<file path="src/rtl/apb_ms_pkg.sv">
// Purpose: shared types for the APB multi-slave subsystem (master FSM states, latched request).
// Latency: n/a (types only).
// Backpressure: n/a.
package apb_ms_pkg;

    // Request fields are stored at these ceiling widths. The top narrows them back
    // to its own ADDR_W/DATA_W, so one struct type serves every parameterisation.
    localparam int REQ_ADDR_MAX = 32;
    localparam int REQ_DATA_MAX = 128;
    localparam int REQ_STRB_MAX = REQ_DATA_MAX / 8;

    typedef enum logic [1:0] {
        ST_IDLE   = 2'd0,
        ST_SETUP  = 2'd1,
        ST_ACCESS = 2'd2
    } apb_state_e;

    typedef struct packed {
        logic                    write;
        logic [REQ_ADDR_MAX-1:0] addr;
        logic [REQ_DATA_MAX-1:0] wdata;
        logic [REQ_STRB_MAX-1:0] strb;
    } apb_req_t;

endpackage

</file>
<file path="src/rtl/apb_regbank_slave.sv">
// Purpose: APB slave with a DEPTH x DATA_W register bank and byte-strobed writes.
// Latency: PREADY after WAIT_CYC ACCESS cycles; reads are combinational from the bank.
// Backpressure: holds PREADY low for WAIT_CYC ACCESS cycles; the bus master waits.
// Ports: clk/rst_n, APB slave inputs psel_i/penable_i/pwrite_i/paddr_i/pwdata_i/pstrb_i,
//        outputs prdata_o/pready_o/pslverr_o (never errors).
module apb_regbank_slave #(
    parameter  int DATA_W   = 32,
    parameter  int DEPTH    = 32,
    parameter  int WAIT_CYC = 1,
    localparam int STRB_W   = DATA_W / 8,
    localparam int IDX_W    = $clog2(DEPTH)
) (
    input  logic              clk,
    input  logic              rst_n,
    input  logic              psel_i,
    input  logic              penable_i,
    input  logic              pwrite_i,
    input  logic [IDX_W-1:0]  paddr_i,
    input  logic [DATA_W-1:0] pwdata_i,
    input  logic [STRB_W-1:0] pstrb_i,
    output logic [DATA_W-1:0] prdata_o,
    output logic              pready_o,
    output logic              pslverr_o
);

    localparam logic [3:0] WAIT_V = 4'(WAIT_CYC);

    logic [3:0]        wait_q, wait_d;
    logic [DATA_W-1:0] mem_q [DEPTH];
    logic              access;

    assign access    = psel_i & penable_i;
    assign pready_o  = access && (wait_q == WAIT_V);
    assign prdata_o  = mem_q[paddr_i];
    assign pslverr_o = 1'b0;

    // The counter restarts in SETUP, so each transfer sees exactly WAIT_CYC waits.
    always_comb begin
        wait_d = wait_q;
        if (psel_i && !penable_i) begin
            wait_d = '0;
        end else if (access && !pready_o) begin
            wait_d = wait_q + 4'd1;
        end
    end

    always_ff @(posedge clk or negedge rst_n) begin
        if (!rst_n) begin
            wait_q <= '0;
            for (int i = 0; i < DEPTH; i++) begin
                mem_q[i] <= '0;
            end
        end else begin
            wait_q <= wait_d;
            if (pready_o && pwrite_i) begin
                for (int b = 0; b < STRB_W; b++) begin
                    if (pstrb_i[b]) begin
                        mem_q[paddr_i][b*8 +: 8] <= pwdata_i[b*8 +: 8];
                    end
                end
            end
        end
    end

endmodule

</file>
<file path="src/rtl/apb_multi_slave_sys.sv">
// Purpose: request-port APB master, address decoder, default error slave and NUM_SLV register banks.
// Latency: accept cycle to rsp_valid is 3+WAIT_CYC cycles (3 for unmapped addresses).
// Backpressure: req_ready is high only while idle; one transfer is in flight at a time.
// Ports: clk/rst_n; request req_valid/req_ready/req_write/req_addr/req_wdata/req_strb;
//        response rsp_valid/rsp_rdata/rsp_err (one-cycle pulse); pready mirrors the bus PREADY.
module apb_multi_slave_sys
    import apb_ms_pkg::*;
#(
    parameter  int DATA_W   = 32,
    parameter  int DEPTH    = 32,
    parameter  int ADDR_W   = 8,
    parameter  int NUM_SLV  = 3,
    parameter  int WAIT_CYC = 1,
    localparam int STRB_W   = DATA_W / 8
) (
    input  logic              clk,
    input  logic              rst_n,
    input  logic              req_valid,
    output logic              req_ready,
    input  logic              req_write,
    input  logic [ADDR_W-1:0] req_addr,
    input  logic [DATA_W-1:0] req_wdata,
    input  logic [STRB_W-1:0] req_strb,
    output logic              rsp_valid,
    output logic [DATA_W-1:0] rsp_rdata,
    output logic              rsp_err,
    output logic              pready
);

    localparam int IDX_W = $clog2(DEPTH);

    apb_state_e        state_q, state_d;
    apb_req_t          req_q;
    logic              rsp_valid_q;
    logic [DATA_W-1:0] rsp_rdata_q;
    logic              rsp_err_q;

    logic                    psel, penable, complete;
    logic [REQ_ADDR_MAX-1:0] sel_full;
    logic [DATA_W-1:0]       bus_rdata;
    logic                    bus_ready, bus_err;
    logic [DATA_W-1:0]       slv_rdata [NUM_SLV];
    logic [NUM_SLV-1:0]      slv_ready, slv_err;
    logic                    unused_req;

    // Upper bits of the ceiling-width request fields are always zero here.
    assign unused_req = ^req_q;

    assign psel     = (state_q != ST_IDLE);
    assign penable  = (state_q == ST_ACCESS);
    assign sel_full = req_q.addr >> IDX_W;
    assign complete = penable & bus_ready;

    // Gated with rst_n so the port reads busy while reset is held.
    assign req_ready = rst_n && (state_q == ST_IDLE);

    for (genvar s = 0; s < NUM_SLV; s++) begin : g_slv
        apb_regbank_slave #(
            .DATA_W   (DATA_W),
            .DEPTH    (DEPTH),
            .WAIT_CYC (WAIT_CYC)
        ) u_bank (
            .clk       (clk),
            .rst_n     (rst_n),
            .psel_i    (psel && (sel_full == REQ_ADDR_MAX'(s))),
            .penable_i (penable),
            .pwrite_i  (req_q.write),
            .paddr_i   (req_q.addr[IDX_W-1:0]),
            .pwdata_i  (req_q.wdata[DATA_W-1:0]),
            .pstrb_i   (req_q.strb[STRB_W-1:0]),
            .prdata_o  (slv_rdata[s]),
            .pready_o  (slv_ready[s]),
            .pslverr_o (slv_err[s])
        );
    end

    // Default slave answers unmapped selects: ready on the first ACCESS cycle
    // with PSLVERR; a matching bank overrides it.
    always_comb begin
        bus_rdata = '0;
        bus_ready = penable;
        bus_err   = penable;
        for (int s = 0; s < NUM_SLV; s++) begin
            if (sel_full == REQ_ADDR_MAX'(s)) begin
                bus_rdata = slv_rdata[s];
                bus_ready = slv_ready[s];
                bus_err   = slv_err[s];
            end
        end
    end

    always_comb begin
        state_d = state_q;
        case (state_q)
            ST_IDLE:   if (req_valid) state_d = ST_SETUP;
            ST_SETUP:  state_d = ST_ACCESS;
            ST_ACCESS: if (bus_ready) state_d = ST_IDLE;
            default:   state_d = ST_IDLE;
        endcase
    end

    always_ff @(posedge clk or negedge rst_n) begin
        if (!rst_n) begin
            state_q     <= ST_IDLE;
            req_q       <= '0;
            rsp_valid_q <= 1'b0;
            rsp_rdata_q <= '0;
            rsp_err_q   <= 1'b0;
        end else begin
            state_q <= state_d;
            if (state_q == ST_IDLE && req_valid) begin
                req_q <= '{write: req_write,
                           addr:  REQ_ADDR_MAX'(req_addr),
                           wdata: REQ_DATA_MAX'(req_wdata),
                           strb:  REQ_STRB_MAX'(req_strb)};
            end
            rsp_valid_q <= complete;
            rsp_rdata_q <= (complete && !req_q.write) ? bus_rdata : '0;
            rsp_err_q   <= complete & bus_err;
        end
    end

    assign rsp_valid = rsp_valid_q;
    assign rsp_rdata = rsp_rdata_q;
    assign rsp_err   = rsp_err_q;
    assign pready    = bus_ready;

endmodule
</file>
<file path="config.mk">
export PLATFORM = sky130hd
export DESIGN_NAME = apb_multi_slave_sys
export DESIGN_NICKNAME = d
export VERILOG_FILES = /design/src/rtl/apb_ms_pkg.sv /design/src/rtl/apb_regbank_slave.sv /design/src/rtl/apb_multi_slave_sys.sv
export SDC_FILE = /design/constraint.sdc
export NUM_CORES = 2
export LEC_CHECK = 0
export ABC_AREA = 0
export ABC_CLOCK_PERIOD_IN_PS = 7800
export CAP_MARGIN = 15
export CORE_UTILIZATION = 55
export DETAILED_ROUTE_END_ITERATION = 8
export PLACE_DENSITY = 0.8
export SYNTH_ARGS = -nofsm -noshare
export SYNTH_HDL_FRONTEND = slang
export SYNTH_SLANG_ARGS = --single-unit
</file>
<file path="constraint.sdc">
create_clock -name clk -period 7.8 [get_ports clk]
set_clock_uncertainty 0.05 [all_clocks]
set_input_delay 0.78 -clock clk [delete_from_list [all_inputs] [get_ports clk]]
set_output_delay 0.78 -clock clk [all_outputs]
set_load 0.01 [all_outputs]
</file>
==> flow_metrics.py <==
metrics = {
    "drt": {
        "firstDrtPassIters": 5,
        "drc": 0,
        "avgViaCountPerCell": 6.664,
        "ant_nets": 0,
        "vias": 89190,
        "routed_wl_um": 436900,
        "wl_per_cell_um": 32.64,
        "drtIter0Drc": 9088,
    },
    "run_status": {
        "status": "completed",
    },
    "synthesis": {
        "synth-edff-count": 0,
        "synthDistinctLibCells": 76,
        "ys_seq_area_share_pct": 53.41,
        "synthArstFlopShare_pct": 100.0,
        "synth.avg_cell_area_sq_um": 15.34,
        "syn-instance-count": 9670,
        "ys_ff_latch": 3165,
        "synth_area_sq_um": 148300,
        "synth_flop_cell": "dfrtp_1",
        "ys_warn_count": 0,
        "syn-num-nets": 9724,
    },
    "sta": {
        "timing.final.crit_period_ns": 4.872,
        "maxSlewHeadroom_pct": 13.23,
        "hold_viol": 0,
        "rsz0062_at_grt": "no",
        "setup_viol": 0,
        "slew_violations": 0,
        "fin_crit_sh_pct": 62.46,
        "worstMarginPinSlew_ns": 1.301,
        "max_freq_ghz": 0.2053,
        "finalSetupTns_ns": 0,
    },
    "grt": {
        "antenna_found_initial": 17,
        "grt_max_degree": 195,
        "grt.overflow.total": 0,
        "grt_pass1_wl_um": 650600,
        "grt_pass1_vias": 93640,
        "grt_util_all_layers_pct": 32.44,
    },
    "clock_tree": {
        "hold_buffers": 1,
        "cts_tree": "yes",
        "ctsResizeCount": 0,
        "htreeDepth": 5,
        "path_clk_slew_ns": 0.06,
        "clockBufferDepth": 4,
        "postCtsSetupBuffers": 0,
        "worstSkewPairLatency_ns": 0.92,
        "cts_sinks": 3165,
        "root_buffer": "clkbuf_16",
        "cts_buffers": 329,
    },
    "power": {
        "powerDensity_nw_per_um2": 288.6,
        "ir_worst_vdd_uv": 400.0,
        "p_leak_uw": 0.08299,
        "power.total_uw": 47130,
    },
    "die": {
        "num_io_pins": 84,
        "die_h_um": 521.3,
        "core_area_sq_um": 268200,
        "die_w_um": 521.3,
        "die_area_sq_um": 271700,
        "rows": 190,
        "start_util_pct": 55.30,
    },
    "critical_path": {
        "critPathMaxFanout": 62,
        "worstSetupPathType": "reg -> reg",
        "endpoint_kind": "flop",
        "r2r_slack_ns": 2.93,
        "cp.required_ns": 8.42,
        "startpoint_type": "flop",
        "worstPathArrival_ns": 5.49,
    },
    "placed_design": {
        "routabilityCongestion": 0.9130,
        "place_hpwl_um": 275700,
        "port_buffers": 83,
    },
    "layout": {
        "fill_cells": 19150,
        "fin_nets": 9617,
        "drive_gt1_share_pct": 48.24,
        "areaGrowthSynthToFinish_pct": 10.09,
    },
    "flow_run": {
        "max-cap-violations": 0,
    },
    "min_path": {
        "hold_class": "in -> async",
    },
}
==> placed cells by master (no fill, tap or decap), types with 8 or more instances in the layout <==
cell,instances
a211oi_1,24
a21oi_1,56
a221oi_1,8
a22oi_1,180
buf_12,22
buf_4,153
bufinv_16,29
clkbuf_1,69
clkbuf_16,333
clkbuf_8,77
clkdlybuf4s50_1,82
clkinv_2,49
clkinvlp_4,12
dfrtp_1,3128
dfrtp_2,32
diode_2,12
inv_6,8
mux2_1,38
mux2_2,3065
mux2_4,24
mux2i_1,745
mux4_2,409
nand2_1,94
nand2_4,38
nand3_1,34
nand3_2,18
nand4_1,52
nor2_1,41
nor2_2,37
nor2_4,126
nor2_8,228
nor2b_1,15
nor3_1,35
nor4_1,49
o211ai_1,10
o21ai_0,46
o22ai_1,282
o31ai_1,8
o41ai_1,10
==> worst max-delay path, stage by stage, from the launching register on <==
cell and delay, ns:
dfrtp_4 1.11, buf_4 0.74, nand2b_2 0.33, buf_4 0.52, o22ai_1 0.20, or4_1 0.68
a211oi_1 0.90
==> cell type report <==
cell class              count  area, sq um  share of cell area [%]
flip-flops and latches   3165        79260                   48.55
repair buffers            262         2507                   1.536
clock inverters           109         1480                  0.9066
well taps                3552         4444                   2.722
multi-input cells        5799        65870                   40.34
clock buffers             479         9652                   5.912
inverters                   6        25.02                 0.01533
diodes                     12        30.03                 0.01839
==> worst paths after layout <==
kind	from	to	depth (start not counted)
setup / recovery	req_q[146]$_DFFE_PN0P_	rsp_rdata[13]$_DFF_PN0_	6
hold / removal	rst_n	g_slv[2].u_bank.mem_q[506]$_DFFE_PN0P_	2
setup reg to reg	req_q[146]$_DFFE_PN0P_	rsp_rdata[13]$_DFF_PN0_	6
hold reg to reg	g_slv[2].u_bank.mem_q[493]$_DFFE_PN0P_	g_slv[2].u_bank.mem_q[493]$_DFFE_PN0P_	1
max in group asynchronous	rst_n	req_q[29]$_DFFE_PN0P_	4
min in group clk	g_slv[2].u_bank.mem_q[493]$_DFFE_PN0P_	g_slv[2].u_bank.mem_q[493]$_DFFE_PN0P_	1
==> sequential cells by signal, indices dropped and copies added, names as in the netlist <==
signal	cells
g_slv.u_bank.mem_q	3072
rsp_rdata	32
rsp_err	1
req_q	45
rsp_valid	1
g_slv.u_bank.wait_q	12
state_q	2
==> metal layers <==
layer / vias up / share of wire, % / global-route usage, %
li1: 35730 / - / -
met1: 48010 / 39 / 43.18
met2: 4203 / 45 / 47.70
met3: 1235 / 9.8 / 8.618
met4: 12 / 7.1 / 19.77
met5: - / 0.020 / 0
==> power by group <==
group	switching, uW	internal (uW)
Combinational	10000	3410
Clock	6680	9570
Sequential	682	16800
Total	17400	29800
==> stage by stage <==
step | worst slack (ns) | instances | hold WS [ns] | instance area [sq um] | utilization (%)
4_1_cts | 3.128 | 13370 | 0.3806 | 163200 | 60.85
3_5_place_dp | 3.207 | 12780 | 0.4238 | 152000 | 56.70
3_3_place_gp | 3.281 | 12780 | 0.4120 | 152000 | 56.70
2_1_floorplan | 5.270 | 9670 | 0.4026 | 148300 | -
6_report | 2.928 | 13380 | 0.3821 | 163300 | 60.88
5_1_grt | 2.946 | 13380 | 0.3996 | 163200 | 60.88
==> logic make-up (layout without fill, tap and decap cells) <==
group | after synthesis | count (layout) | share of synthesized area (%)
buf+inv | 706 | 856 | 2.405
fa+ha+maj | 6 | 6 | 0.05062
mux | 4281 | 4281 | 35.04
flops | 3165 | 3165 | 53.41
simple gates | 858 | 858 | 6.148
compound gates | 654 | 654 | 2.947
other cells | 0 | 12 | 0
==> synth_stat cells, types with 35 or more instances <==
master       n  share of area [%]
dfrtp_1   3165                 53
mux2_2    3065                 23
mux2i_1    745                5.0
mux4_2     409                6.2
clkbuf_1   373               0.94
o22ai_1    282                1.2
nor2_8     228                3.1
a22oi_1    180               0.91
buf_2      139               0.47
nor2_4     126               0.96
buf_4      112               0.57
nand2_1    103               0.26
a21oi_1     57               0.19
nand4_1     52               0.22
nor4_1      49               0.21
o21ai_0     46               0.16
nor2_1      42               0.11
buf_1       39              0.099
mux2_1      38               0.29
nor2_2      36               0.15
nand3_1     35               0.12
nor3_1      35               0.12
(Power assumes the default switching activity.)
